==> config.mk <==
export PLATFORM = sky130hd
export DESIGN_NAME = ram_rd_delay_line
export DESIGN_NICKNAME = d
export VERILOG_FILES = /design/src/rtl/ram_test_pkg.sv /design/src/rtl/ram_rd_delay_line.sv
export SDC_FILE = /design/constraint.sdc
export NUM_CORES = 1
export LEC_CHECK = 0
export CORE_AREA = 2 2 39 41
export DETAILED_ROUTE_END_ITERATION = 8
export DIE_AREA = 0 0 41 43
export PLACE_DENSITY_LB_ADDON = 0.15
export SETUP_SLACK_MARGIN = 0.02
export SYNTH_ARGS = -nofsm -noshare
export SYNTH_HDL_FRONTEND = slang
export SYNTH_SLANG_ARGS = --single-unit
export TNS_END_PERCENT = 50
==> constraint.sdc <==
create_clock -name clk -period 0.8 [get_ports clk]
set_input_delay 0.08 -clock clk [delete_from_list [all_inputs] [get_ports clk]]
set_output_delay 0.08 -clock clk [all_outputs]
set_load 0.03 [all_outputs]
==> src/rtl/ram_test_pkg.sv <==
// Shared types and widths for the RAM readback checker.
package ram_test_pkg;

  localparam int ADDR_W    = 8;
  localparam int DATA_W    = 8;
  localparam int ERR_CNT_W = 16;

  typedef enum logic [1:0] {
    ST_IDLE   = 2'd0,
    ST_WRITE  = 2'd1,
    ST_READ   = 2'd2,
    ST_REPORT = 2'd3
  } state_t;

endpackage

==> src/rtl/ram_rd_delay_line.sv <==
// Aligns the presented read address and its valid flag with RAM q, DEPTH cycles later.
module ram_rd_delay_line
  import ram_test_pkg::*;
#(
  parameter int DEPTH = 1
) (
  input  logic              clk,
  input  logic              rst_n,
  input  logic              flush,
  input  logic [ADDR_W-1:0] addr_in,
  input  logic              valid_in,
  output logic [ADDR_W-1:0] addr_out,
  output logic              valid_out
);

  logic [ADDR_W-1:0] addr_pipe [DEPTH];
  logic [DEPTH-1:0]  valid_pipe;

  // flush drops reads still in flight so an aborted sweep cannot leak into the next one
  always_ff @(posedge clk or negedge rst_n) begin
    if (!rst_n) begin
      for (int i = 0; i < DEPTH; i++) addr_pipe[i] <= '0;
      valid_pipe <= '0;
    end else begin
      addr_pipe[0]  <= addr_in;
      valid_pipe[0] <= valid_in & ~flush;
      for (int i = 1; i < DEPTH; i++) begin
        addr_pipe[i]  <= addr_pipe[i-1];
        valid_pipe[i] <= valid_pipe[i-1] & ~flush;
      end
    end
  end

  assign addr_out  = addr_pipe[DEPTH-1];
  assign valid_out = valid_pipe[DEPTH-1];

endmodule

==> impl_metrics.toml <==
[status]
outcome = "finished with violations"
failed_checks = "negative setup slack"

[power]
clkPwrFrac = 0.335
ir_drop_uv = 675.9
seqPwrFrac = 0.493
leakagePower_nw = 0.2307
power.switching_w = 0.0002244
p_sw_frac = 0.2265
pwr-share-comb = 0.172
p_per_area_mw_per_mm2 = 1965
p_int_w = 0.0007664

[yosys]
synthMuxAreaShare = 0
syn_area_sq_um = 239.0
synth_nets = 22
avgSynthCellArea_sq_um = 23.90
syn_inst = 10
ys_types = 2
synthSimpleGateAreaFrac = 0.05759
yosysSeqAreaShare = 0.9424
synth_top_family_by_area = "simple AND/OR/NAND/NOR gates"
synth_compound_area_frac = 0
synth-xor-area-share = 0
ys_ff_latch = 9
synthAdderAreaFrac = 0
ys_warn_count = 0

[global_routing]
antenna_found_initial = 0
overflow = 0
track_usage = 0.07359
grt_max_degree = 10
grt_pass1_vias = 170
grt_pass1_wl_microns = 772

[detailed_routing]
drt_iter0_drc = 0
drc = 0
vias_per_cell = 3.490
drt_pass1_iterations = 1
antenna_left = 0
wl_per_cell_microns = 9.314
wl_microns = 475
vias = 178

[place]
portBuffers = 20
gp_congestion = 0.5592
place_hpwl_microns = 394.5

[sta]
maxSlewHeadroom = 0.9182
worst_hold_slack_ns = 0.1055
report.final.hold_viol_count = 0
setup_viol = 9
fin_ws_ns = -0.03919
report.final.slew_viol_count = 0
clock.fmax_mhz = 1192
min_period_ns = 0.8392
rsz0062_at_grt = "true"
tightest_slew_ns = 0.1227
finalCritPeriodShare = 1.049

[critical_path]
slowest_delay_ns = 0.37
critPathCaptureType = "primary output"
cp_top_family = "flip-flops"
start_kind = "flip-flop"
critPathLaunch = "addr_out[0]"
crit_required_ns = 0.72
cp_slowest_cell = "dfrtp_1"
critPathMaxFanout = 1
path_cells = "buf_6"
path_class = "reg -> out"
arrival_ns = 0.76
path_buf_inv = 1

[clock_tree]
cts_max_level = 1
clk_pin_slew_worst_paths_ns = 0.06
cts_resized = 9
clk_root_buffer_cell = "clkbuf_4"
cts_buffers = 3
cts_setup_buffers = 0
cts_tree = "done"
cts.sinks = 9
ctsHoldBuffers = 0
clockBufferDepth = 2

[final_layout]
ff_latch_area_sq_um = 225.2
final_cell_mix = "clkdlybuf4s50_1, dfrtp_1, buf_6"
layout.nets = 48
final_util = 0.3644
fill_cells = 136
multiInputGateArea_sq_um = 13.76
areaGrowthSynthToFinish_pct = 111.0
n_antenna_cell = 0
layout_commonest_cell = "clkdlybuf4s50_1"
drive_above_1_share = 0.4000

[floorplanning]
pin_count = 21
core-area_sq_mm = 0.001384
die_w_microns = 41
rows = 14
dieArea_sq_mm = 0.001763
start_util = 0.1727
die_y_microns = 43

[job]
drv_cap = 0

[hold_path]
min_path_type = "in -> async"
[synthesized netlist by cell type (all sizes together)]
cell type	instances	area, sq um
dfrtp	9	225.2
nor2b	1	13.76
[worst paths after layout]
check | end | slack [ns] | depth (start not counted)
setup / recovery | addr_out[0] | -0.04 | 1
hold / removal | addr_out[6] | 0.11 | 2
max in group asynchronous | addr_out[3] | 0.56 | 2
min in group clk | addr_out[5] | 0.26 | 1
[final cells by class]
type,instances,share of cell area
multi-input cells,1,0.02730
flip-flops and latches,9,0.4466
well taps,16,0.03970
repair buffers,21,0.4342
clock buffers,4,0.05211
[stage by stage]
| step | total power, W | setup WS (ns) | instance area [sq um] | setup TNS, ns | cells |
|---|---|---|---|---|---|
| floorplan | 0.0005461 | 0.2526 | 239.0 | 0 | 10 |
| global placement | 0.0006497 | 0.05980 | 444.2 | 0 | 47 |
| detailed placement | 0.0006504 | 0.05394 | 444.2 | 0 | 47 |
| CTS | 0.001023 | -0.05916 | 504.2 | -0.4940 | 51 |
| global route | 0.001062 | -0.08503 | 504.2 | -0.6830 | 51 |
| finish | 0.0009908 | -0.03919 | 504.2 | -0.3242 | 51 |
[cells by family after synthesis]
| family | after synthesis |
|---|---|
| and+or+nand+nor | 1 |
| DFF | 9 |
[metal layers]
| layer | global-route usage | wire length (microns) | vias up | part of all wire |
|---|---|---|---|---|
| met5 | 0 | 0 | - | 0 |
| met4 | 0.06000 | 0 | 0 | 0 |
| met3 | 0.04712 | 59 | 0 | 0.12 |
| met2 | 0.1031 | 278 | 11 | 0.59 |
| met1 | 0.07166 | 136 | 84 | 0.29 |
| li1 | - | - | 83 | - |
[flip-flops by register name, indices dropped and copies added, names as in the netlist]
name and count:
valid_out 1, addr_out 8
[power by group through the flow]
stage	sequential [W]	combinational [W]	clock [W]
floorplan	0.000542	0.00000449	0
finish	0.000489	0.000170	0.000332
global placement	0.000492	0.000157	0
CTS	0.000489	0.000172	0.000362
detailed placement	0.000493	0.000158	0
global route	0.000490	0.000181	0.000391
(Power assumes the default switching activity.)
==> edit: new RTL, same settings <==
Set the package constant `ADDR_W` to 9 (it was 8).
--- a/src/rtl/ram_test_pkg.sv
+++ b/src/rtl/ram_test_pkg.sv
@@ -1,7 +1,7 @@
 // Shared types and widths for the RAM readback checker.
 package ram_test_pkg;
 
-  localparam int ADDR_W    = 8;
+  localparam int ADDR_W    = 9;
   localparam int DATA_W    = 8;
   localparam int ERR_CNT_W = 16;
 
Interface: changed (resized addr_in and addr_out); port bits go from 21 to 23. The function was not compared with the original's and may differ.
==> edit against the original RTL <==
The flow still finishes with violations (setup timing). Synthesized area increased by 10%. Cell area increased by 8.4%. Worst setup slack got worse by 9.5 ps. Sequential power increased by 11%. Die area unchanged. Total power increased by 6.1%. Wire length increased by 3.2%. Fmax decreased by 1.1%. Sequential cell count increased by 1. Critical endpoint is now addr_out[8]. Largest cell class unchanged.
==> edit: results (changes against the original RTL) <==
outcome finished, violations left; failing checks setup timing; Fillers 132 (-2.9%); global-route usage over all layers 7.30% (-0.057 points); Yosys cell types 2 (unchanged); ANT cells 0 (unchanged); Area after DPL 487 sq um (+9.6%); worst setup margin -48.7 ps (-9.55 ps); Yosys Warn Count 0 (unchanged); antenna violations before repair 0 (unchanged); port bufs 22 (+10%); max reg flops 9 (+1); WL/cell 9.25 um (-0.73%); CTS Buf Count 3 (unchanged); Post-synth top cells 10 x dfrtp_1, 1 x nor2b_4; number of vias per cell 3.53 (+1.1%); Root Buffer Master clkbuf_4; initial drt markers 0 (unchanged); async set-reset flop share out of synthesis 100% (unchanged); clk buf depth 2 (unchanged); slowest stage delay, CP 380 ps; Seq/Total Area, Yosys 94.8% (+0.55 points); kind of cell adding the most delay to the critical path flip-flops; first-pass GRT wire length 759 um (-1.7%); slowest CP cell dfrtp_1; max_slew headroom 91.0% (-0.80 points); end of the critical path addr_out[8]; Pleak 0.000251 uW (+8.9%); final setup vio count 10 (+1); peak supply drop 0.000709 V (+4.9%); postcts setup bufs 0 (unchanged); Synth area leaders dfrtp_1 95%, nor2b_4 5.2%; DPL Wire Length 403 um (+2.2%); vias in the first global route 183 (+7.6%); setup TNS -395 ps (-70.5 ps); pin count of the biggest net entering global routing 11 (+1); f_max 1.18 GHz (-1.1%); # nets final 52 (+8.3%); layout cells sized above 1 40.5% (+0.54 points); htree depth 1 (unchanged); crit path max fanout 1 (unchanged); Pre-Repair DR Iteration Count 1 (unchanged); clock transition at the registers of the reported paths 60 ps (about the same); net count after synthesis 24 (+9.1%); final RePlAce weighted congestion 0.557 (-0.36%); crit path launch addr_out[8]$_DFF_PN0_; min-delay worst type input port to asynchronous set/reset pin
==> edit: cell types whose count changed after synthesis <==
cell     before  now
dfrtp_1       9   10
==> edit: cell type report <==
type / instances / area [sq um] / share of cell area, %
Multi-Input combinational cell: 1 / 13.8 / 2.52
Clock buffer: 3 / 22.5 / 4.12
Timing Repair Buffer: 23 / 240 / 43.9
Tap cell: 16 / 20.0 / 3.66
Sequential cell: 10 / 250 / 45.8
==> edit: repair_timing <==
| item | 4_1_cts | 5_1_grt |
|---|---|---|
| endpoints found under the setup margin | 10 | 10 |
| cloned | 0 | 0 |
| resized for setup | 10 | 0 |
==> edit: routing by layer <==
metal  up-vias  wire, um  global-route usage (%)
li1         86         -                       -
met1        89       153                    5.98
met2        12       289                    12.2
met3         0        47                    3.14
met4         0         0                    6.00
met5         -         0                       0
==> edit: power by group <==
| part | switching, uW | internal, uW |
|---|---|---|
| Combinational | 80.4 | 106 |
| Sequential | 11.4 | 531 |
| Clock | 150 | 173 |
==> edit: how the worst min path moves through the flow <==
stage                                  endpoint
final                     addr_out[8]$_DFF_PN0_
after global routing      addr_out[3]$_DFF_PN0_
after CTS                 addr_out[5]$_DFF_PN0_
after detailed placement  addr_out[5]$_DFF_PN0_
after global placement    addr_out[5]$_DFF_PN0_
after floorplan           addr_out[0]$_DFF_PN0_
==> edit: per-stage QoR <==
step                std cells  utilization (%)  hold slack [ps]  power, uW  setup WS, ps
CTS                        53             39.5              115       1080         -67.0
global route               53             39.5              123       1120         -89.4
detailed placement         50             35.2              388        722          49.4
finish                     53             39.5              118       1050         -48.7
floorplan                  11                -             -216        606           253
global placement           50             35.2              384        719          56.8
==> edit: cell families (layout without fill, tap and decap cells) <==
logic type | after synthesis | count (layout) | share of synthesized area [%]
buf+inv | 0 | 26 | 0
flops | 10 | 10 | 94.8
simple gates | 1 | 1 | 5.21
